===== src/rtl/ram_pkg.sv =====
// ============================================================================
// ram_pkg : shared constants, FSM state type and priority-rank helper for
//           the RAM write-port scheduler.
// Revision: 1.0
// ============================================================================
`default_nettype none

package ram_pkg;

  localparam int BLOCKSIZE = 10;
  localparam int AW        = BLOCKSIZE + 1;
  localparam int DW        = 32;
  localparam int NPORT     = 8;

  typedef enum logic [0:0] {
    INIT = 1'b0,
    RUN  = 1'b1
  } state_t;

  // Rank 0 is the highest-priority requester; wraps modulo 8.
  function automatic logic [2:0] prio_rank(input logic [2:0] idx, input logic [2:0] prio);
    return idx - prio;
  endfunction

endpackage

`default_nettype wire


===== src/rtl/wr_conflict_resolve.sv =====
// ============================================================================
// wr_conflict_resolve : combinational same-address arbitration; a requester
//                       is granted unless a higher-ranked candidate shares
//                       its address.
// Revision: 1.0
// ============================================================================
`default_nettype none

module wr_conflict_resolve #(
  parameter int AW    = ram_pkg::AW,
  parameter int NPORT = ram_pkg::NPORT
) (
  input  logic [NPORT-1:0]    valid,
  input  logic [NPORT*AW-1:0] addrs,
  input  logic [2:0]          prio,
  output logic [NPORT-1:0]    grant
);

  import ram_pkg::*;

  // beaten_by[i][j]: requester j blocks requester i
  logic [NPORT-1:0][NPORT-1:0] beaten_by;

  for (genvar i = 0; i < NPORT; i++) begin : g_row
    for (genvar j = 0; j < NPORT; j++) begin : g_col
      if (i == j) begin : g_self
        assign beaten_by[i][j] = 1'b0;
      end else begin : g_other
        assign beaten_by[i][j] = valid[j]
                               && (addrs[j*AW +: AW] == addrs[i*AW +: AW])
                               && (prio_rank(3'(j), prio) < prio_rank(3'(i), prio));
      end
    end
    assign grant[i] = valid[i] & ~(|beaten_by[i]);
  end

endmodule

`default_nettype wire


===== src/rtl/ram_wr_scheduler.sv =====
// ============================================================================
// ram_wr_scheduler : owns the eight LVT RAM write ports; clears the array
//                    after reset / init_req, then schedules collision-free
//                    writes from eight valid/ready requesters.
// Revision: 1.0
// ============================================================================
`default_nettype none

module ram_wr_scheduler #(
  parameter int BLOCKSIZE = ram_pkg::BLOCKSIZE,
  parameter int DW        = ram_pkg::DW,
  parameter int NPORT     = ram_pkg::NPORT
) (
  input  logic                           clk,
  input  logic                           rst,
  input  logic [NPORT-1:0]               req_valid,
  input  logic [NPORT*(BLOCKSIZE+1)-1:0] req_addr,
  input  logic [NPORT*DW-1:0]            req_data,
  output logic [NPORT-1:0]               req_ready,
  input  logic                           init_req,
  output logic                           init_done,
  output logic [NPORT-1:0]               w_enb,
  output logic [NPORT*(BLOCKSIZE+1)-1:0] w_addr,
  output logic [NPORT*DW-1:0]            w_din
);

  import ram_pkg::*;

  localparam int AW = BLOCKSIZE + 1;
  localparam int CW = AW - 3;

  state_t              state, state_nxt;
  logic [CW-1:0]       clr_ptr, clr_ptr_nxt;
  logic [2:0]          prio, prio_nxt;
  logic [NPORT-1:0]    grant;
  logic [NPORT-1:0]    ready_int;
  logic [NPORT-1:0]    w_enb_nxt;
  logic [NPORT*AW-1:0] w_addr_nxt;
  logic [NPORT*AW-1:0] init_addr;
  logic [NPORT*DW-1:0] w_din_nxt;
  logic                any_loser;

  wr_conflict_resolve #(
    .AW    (AW),
    .NPORT (NPORT)
  ) u_resolve (
    .valid (req_valid),
    .addrs (req_addr),
    .prio  (prio),
    .grant (grant)
  );

  assign any_loser = |(req_valid & ~grant);

  // Each port clears its own residue class, so clear writes never collide.
  for (genvar i = 0; i < NPORT; i++) begin : g_init_addr
    assign init_addr[i*AW +: AW] = {clr_ptr, 3'(i)};
  end

  always_comb begin
    state_nxt   = state;
    clr_ptr_nxt = clr_ptr;
    prio_nxt    = prio;
    ready_int   = '0;
    w_enb_nxt   = '0;
    w_addr_nxt  = w_addr;
    w_din_nxt   = w_din;
    case (state)
      INIT: begin
        w_enb_nxt   = '1;
        w_addr_nxt  = init_addr;
        w_din_nxt   = '0;
        clr_ptr_nxt = clr_ptr + 1'b1;
        if (&clr_ptr) begin
          state_nxt = RUN;
        end
      end
      RUN: begin
        if (init_req) begin
          state_nxt   = INIT;
          clr_ptr_nxt = '0;
        end else begin
          ready_int = grant;
        end
        if (any_loser) begin
          prio_nxt = prio + 1'b1;
        end
        w_enb_nxt = ready_int;
        for (int i = 0; i < NPORT; i++) begin
          if (ready_int[i]) begin
            w_addr_nxt[i*AW +: AW] = req_addr[i*AW +: AW];
            w_din_nxt[i*DW +: DW]  = req_data[i*DW +: DW];
          end
        end
      end
      default: state_nxt = INIT;
    endcase
  end

  always_ff @(posedge clk or negedge rst) begin
    if (!rst) begin
      state   <= INIT;
      clr_ptr <= '0;
      prio    <= '0;
      w_enb   <= '0;
      w_addr  <= '0;
      w_din   <= '0;
    end else begin
      state   <= state_nxt;
      clr_ptr <= clr_ptr_nxt;
      prio    <= prio_nxt;
      w_enb   <= w_enb_nxt;
      w_addr  <= w_addr_nxt;
      w_din   <= w_din_nxt;
    end
  end

  assign req_ready = ready_int;
  assign init_done = (state == RUN);

endmodule

`default_nettype wire


===== config.mk =====
export PLATFORM = sky130hd
export DESIGN_NAME = ram_wr_scheduler
export DESIGN_NICKNAME = d
export VERILOG_FILES = /design/src/rtl/ram_pkg.sv /design/src/rtl/wr_conflict_resolve.sv /design/src/rtl/ram_wr_scheduler.sv
export SDC_FILE = /design/constraint.sdc
export NUM_CORES = 1
export LEC_CHECK = 0
export CAP_MARGIN = 0
export CORE_AREA = 3 3 274 276
export CTS_BUF_LIST = sky130_fd_sc_hd__clkbuf_4 sky130_fd_sc_hd__clkbuf_8
export DETAILED_ROUTE_END_ITERATION = 16
export DIE_AREA = 0 0 277 279
export HOLD_SLACK_MARGIN = 0.06
export PLACE_DENSITY = 0.59
export SLEW_MARGIN = 10
export SYNTH_ARGS = -nofsm -noshare
export SYNTH_HDL_FRONTEND = slang
export SYNTH_SLANG_ARGS = --single-unit
export TNS_END_PERCENT = 1

===== constraint.sdc =====
create_clock -name clk -period 4.4 [get_ports clk]
set_input_delay 1.1 -clock clk [delete_from_list [all_inputs] [get_ports clk]]
set_output_delay 1.1 -clock clk [all_outputs]
set_load 0.005 [all_outputs]

# After elaboration in Yosys (flattened, before gate mapping)

Cells that the tools add are included.

Add/sub/neg operators: 10
Magnitude comparators: 56
Equal/unequal tests: 65
Mux-type cells: 27
Bitwise logic cells: 19
Reduce and logical (&&, ||, !) cells: 123

Operators with widths:

| cell                | number |
|---|---|
| $eq 11x11->1        | 56 |
| $pmux 256 s2        | 1 |
| $mux 32             | 8 |
| $pmux 88 s2         | 1 |
| $lt 3x3->1          | 56 |
| $logic_and 1x1->1   | 112 |
| $mux 11             | 8 |
| $reduce_or 7->1     | 8 |
| $mux 8              | 4 |
| $pmux 8 s2          | 2 |
| $ne 2x1->1 const B  | 8 |
| $sub 3x3->3 const A | 4 |
| $not 1->1           | 9 |
| $add 8x1->8 const B | 1 |
| $and 1x1->1         | 8 |
| $and 8x8->8         | 1 |
| $not 8->8           | 1 |
| $reduce_and 8->1    | 1 |
| $reduce_or 8->1     | 1 |
| $sub 1x3->3 const A | 2 |
| $sub 2x3->3 const A | 2 |
| $add 3x1->3 const B | 1 |
| $mux 1              | 2 |
| $ne 2x2->1 const B  | 1 |
| 2 further kinds     | 2 |

Bits in registers: 364
Word-level logic and storage cells: 320

# Longest topological paths before layout

Word-level depth: 10
Gate-level depth with buffers: 17
Gate-level depth less buffers: 14

# Hierarchy

A second synthesis with hierarchy kept.

Cell total of the unflattened synthesis: 1704
Area total of the unflattened synthesis: 18351.4 um2

Modules (own cells, without submodules):

| module              | instances | cells an instance | area an instance (um2) | sequential area each (um2) |
|---|---|---|---|---|
| ram_wr_scheduler    | 1         | 1020              | 13467.9                | 9108.7 |
| wr_conflict_resolve | 1         | 684               | 4883.4                 | 0.0 |

# Worst setup path before layout

Ideal clock, no wire load.

Kind: reg2out
Start: register prio[0]
End: output port req_ready[4]
Data arrival time: 3.389 ns
Data required time: 3.300 ns
Path slack: -0.089 ns
Stages on the path, launching flop included: 16
Cells stage by stage: dfrtp_1 buf_2 inv_1 ha_1 inv_1 ha_1 inv_1 ha_1 nor2b_1 a2111oi_0 nor4b_1 a2111oi_0 o211a_1 nand3_1 nor2_1 clkbuf_1

Cells in the longest elaborated chain, start to end: 9
Elaborated cells on any way between the ends: 28

Ends and longest elaborated chain:

| what                                | line                      | text |
|---|---|---|
| start, declared                     | ram_wr_scheduler.sv:34    | `logic [2:0] prio, prio_nxt;` |
| start signal, assigned              | ram_wr_scheduler.sv:111   | `prio <= prio_nxt;` |
| $sub 1x3->3 (tied with other cells) | ram_pkg.sv:22             | `return idx - prio;` |
| $lt 3x3->1                          | wr_conflict_resolve.sv:31 | `&& (prio_rank(3'(j), prio) < prio_rank(3'(i), prio));` |
| $logic_and 1x1->1                   | wr_conflict_resolve.sv:31 |  |
| $reduce_or 7->1 (*)                 | wr_conflict_resolve.sv:34 | `assign grant[i] = valid[i] & ~(\|beaten_by[i]);` |
| $not 1->1 (*)                       | wr_conflict_resolve.sv:34 |  |
| $and 1x1->1 (*)                     | wr_conflict_resolve.sv:34 |  |
| $mux 8 (*)                          | ram_wr_scheduler.sv:79    | `if (init_req) begin` |
| $mux 8 (*) (2 in series)            | ram_wr_scheduler.sv:68    | `case (state)` |
| end, declared                       | ram_wr_scheduler.sv:19    | `output logic [NPORT-1:0] req_ready,` |

Every way passes the cells marked *; elsewhere a longest branch is shown, timed or not. The select of a mux whose other input is x is not followed.

# Worst setup path after layout

Start: register prio[0]
End: output port req_ready[2]

The elaborated chain is that of the path after synthesis.

==> reports/metrics.cfg <==
[sta]
fin_crit_sh=1.12
hold_violations=0
worstMarginPinSlew_ns=1.21
layout_min_cycle_time_ns=4.94
relSlewSlack=0.192
fin_setup_tns_ns=-23.65
worst_slack_ns=-0.540
max_freq_mhz=202
holdWs_ns=0.432
setup_viol=52
drv_slew=0
finalClockSkew_ns=0.0477
rsz0062_at_grt=yes

[synth]
synth_edf_count=0
yosysWarnings=0
syn_area_mm2=0.0194
async_flop_share=1.00
yosysMostFrequentCell=dfrtp_1
ys_top_cells_by_count=364 x dfrtp_1, 269 x a22o_1, 211 x xnor2_1
synth_cell_types=74
ys.flop_type=dfrtp_1
synth_fp_nets=2152
syn_avg_cell_area_um2=11.0
yosysTopAreaCell=dfrtp_1
synth.top_cell.area_share=0.470
ys_seq_area_frac=0.470
synth-seq-cells=364
synthCells=1771
synth_area_leaders=dfrtp_1 47%, a22o_1 12%, xnor2_1 9.5%

[detailed_routing]
postRouteAntennaNets=0
wl_per_cell_um=29.8
totalWireLength_um=116000
drtIter0Drc=1577
drcViolationCount=0
via_count=20549
dr.pass1.iters=6
via_per_inst=5.26

[clocking]
numCtsBuffers=70
clk_latency_ns=0.67
cts-root-buf=clkbuf_8
cts.htree.levels=3
cts_tree=done
clkSinkCount=364
clk_pin_slew_ns=0.05
ctsHoldBuffers=0
clk_path_buf_depth=3

[placed_design]
io_buffers=715
gp_congestion=1.01
dp_cells=3736
dp_hpwl_um=90600

[floorplanning]
core_region_area_mm2=0.0728
rows=99
initial_utilization=0.266
die_h_um=279
die-area_mm2=0.0773
io_pins=716
die-width_um=277

[critical_path]
worstPathCellList=buf_4, ha_4, xnor2_2, inv_2, buf_4, ha_4, nor2b_4, or4_4, or4_4, o21a_1, nand4_1, buf_4, nor3_4, buf_6
cp-start-kind=register
cp_slowest_cell=or4_4
end_kind=output port
crit_type=register to output port
required_ns=3.30
slowest_delay_ns=0.59
critPathMaxFanout=4
crit_top_cell=buf_4
arrival_ns=3.84

[status]
violations=setup timing
status=finished, violations left

[layout]
layout-drive-gt1-share=0.258
fin_util=0.466
multi_input_area_mm2=0.00982
stdcell_count=3906
area_growth_pct=74.8
nFillCells=6785
finalNetCount=3269
layout.area.seq_mm2=0.00911

[pwr]
cellPowerDensity_mw_per_mm2=311
ir_worst_vdd_mv=0.233
p_leak_nw=14.5

[grt]
grt_max_degree=88
grt_pass1_wl_um=163000
grt_pass1_vias=21330
grtUsageTotal=0.290
antenna_found_initial=9
grt.overflow.total=0

[flow_run]
cap_viol_max_count=0

[hold_path]
hp-class=primary input to async pin

==> layout make-up <==
type | count | share of cell area
antenna | 6 | 0.000443
clock buffer | 112 | 0.0408
clock inverter | 13 | 0.00446
inverter | 54 | 0.00616
multi-input combinational | 1171 | 0.290
sequential | 364 | 0.269
tap | 959 | 0.0354
timing repair buffer | 1227 | 0.354
==> metrics by stage <==
stage / total power, mW / setup WS (ns) / instance area (um^2)
3_3_place_gp: 6.84 / -1.39 / 31500
3_5_place_dp: 6.87 / -1.38 / 31500
4_1_cts: 10.7 / -0.505 / 33800
5_1_grt: 11.0 / -0.631 / 33900
2_1_floorplan: 4.80 / 0.0376 / 19400
6_report: 10.6 / -0.540 / 33900
==> routing by layer <==
layer / wire, um / GRT usage / vias up
li1: - / - / 8837
met1: 48600 / 0.376 / 10537
met2: 56700 / 0.490 / 986
met3: 7050 / 0.0522 / 187
met4: 3910 / 0.0978 / 2
met5: 13 / 0 / -
==> what timing repair did <==
action | CTS | global route
resized for setup | 135 | 16
setup endpoints to repair | 8 | 52
hold endpoints to repair | 0 | 0
buffers inserted | 31 | 8
pin swaps | 39 | 17
gates cloned | 2 | 0
==> report_power, final <==
group	internal (mW)	total [mW]	switching (mW)
combinational	1.54	2.99	1.45
clock	2.09	3.68	1.59
sequential	3.67	3.89	0.224
total	7.29	10.6	3.26
==> registers in the layout, summed over array words and instances, names as in the netlist <==
signal / flops
clr_ptr: 8
init_done: 1
prio: 3
w_addr: 88
w_din: 256
w_enb: 8
==> worst max-delay path, delay by kind of cell (launching register included) <==
| family | cells | cell delay (ns) |
|---|---|---|
| AO/OA/AOI/OAI | 1 | 0.16 |
| AND/OR/NAND/NOR | 5 | 1.31 |
| XOR/XNOR | 1 | 0.18 |
| buffers and inverters | 5 | 0.68 |
| flip-flops | 1 | 0.40 |
| adder cells (fa/ha/maj) | 2 | 0.45 |
==> cell usage in the layout, fill, tap and decap left out, drive strengths merged, types with 4 or more instances in the layout <==
cell type / count
nand3b: 4
or4: 21
clkbuf: 112
nand2b: 8
nor4: 42
and3: 11
diode: 6
nand2: 50
o21a: 9
nand4b: 5
a21o: 6
and2: 5
a22oi: 13
a32oi: 5
nand3: 33
a41o: 4
a221o: 68
nor2b: 17
buf: 519
clkinv: 6
clkdlybuf4s50: 697
dlygate4sd2: 9
ha: 26
nor2: 40
dfrtp: 364
xnor2: 211
a211oi: 6
nor3: 26
nor4b: 6
nand4: 76
a22o: 269
xor2: 106
o21ai: 22
a2111oi: 9
or3: 6
a21oi: 13
inv: 58
==> path summary, 6_finish.rpt <==
kind | to | cells past startpoint | start | slack, ns
max | req_ready[2] | 14 | prio[0] | -0.54
min | w_din[31] | 1 | rst | 0.43
max reg2reg | w_din[65] | 30 | prio[0] | -0.52
min reg2reg | clr_ptr[7] | 1 | clr_ptr[7] | 0.49
max in group asynchronous | w_din[52] | 2 | rst | 2.98
min in group clk | clr_ptr[7] | 1 | clr_ptr[7] | 0.49
==> logic make-up (layout without fill, tap and decap cells) <==
kind of cell	Yosys count	count (layout)	share of synthesized area
adders and majority gates	26	26	0.0168
AOI/OAI and AO/OA	460	460	0.204
muxes	2	2	0.00103
DFF	364	364	0.470
xor gates and xnor gates	317	317	0.143
other	0	6	0
and+or+nand+nor	366	366	0.108
buffers and inverters	236	1406	0.0577
Power figures use the tool's default switching activity.
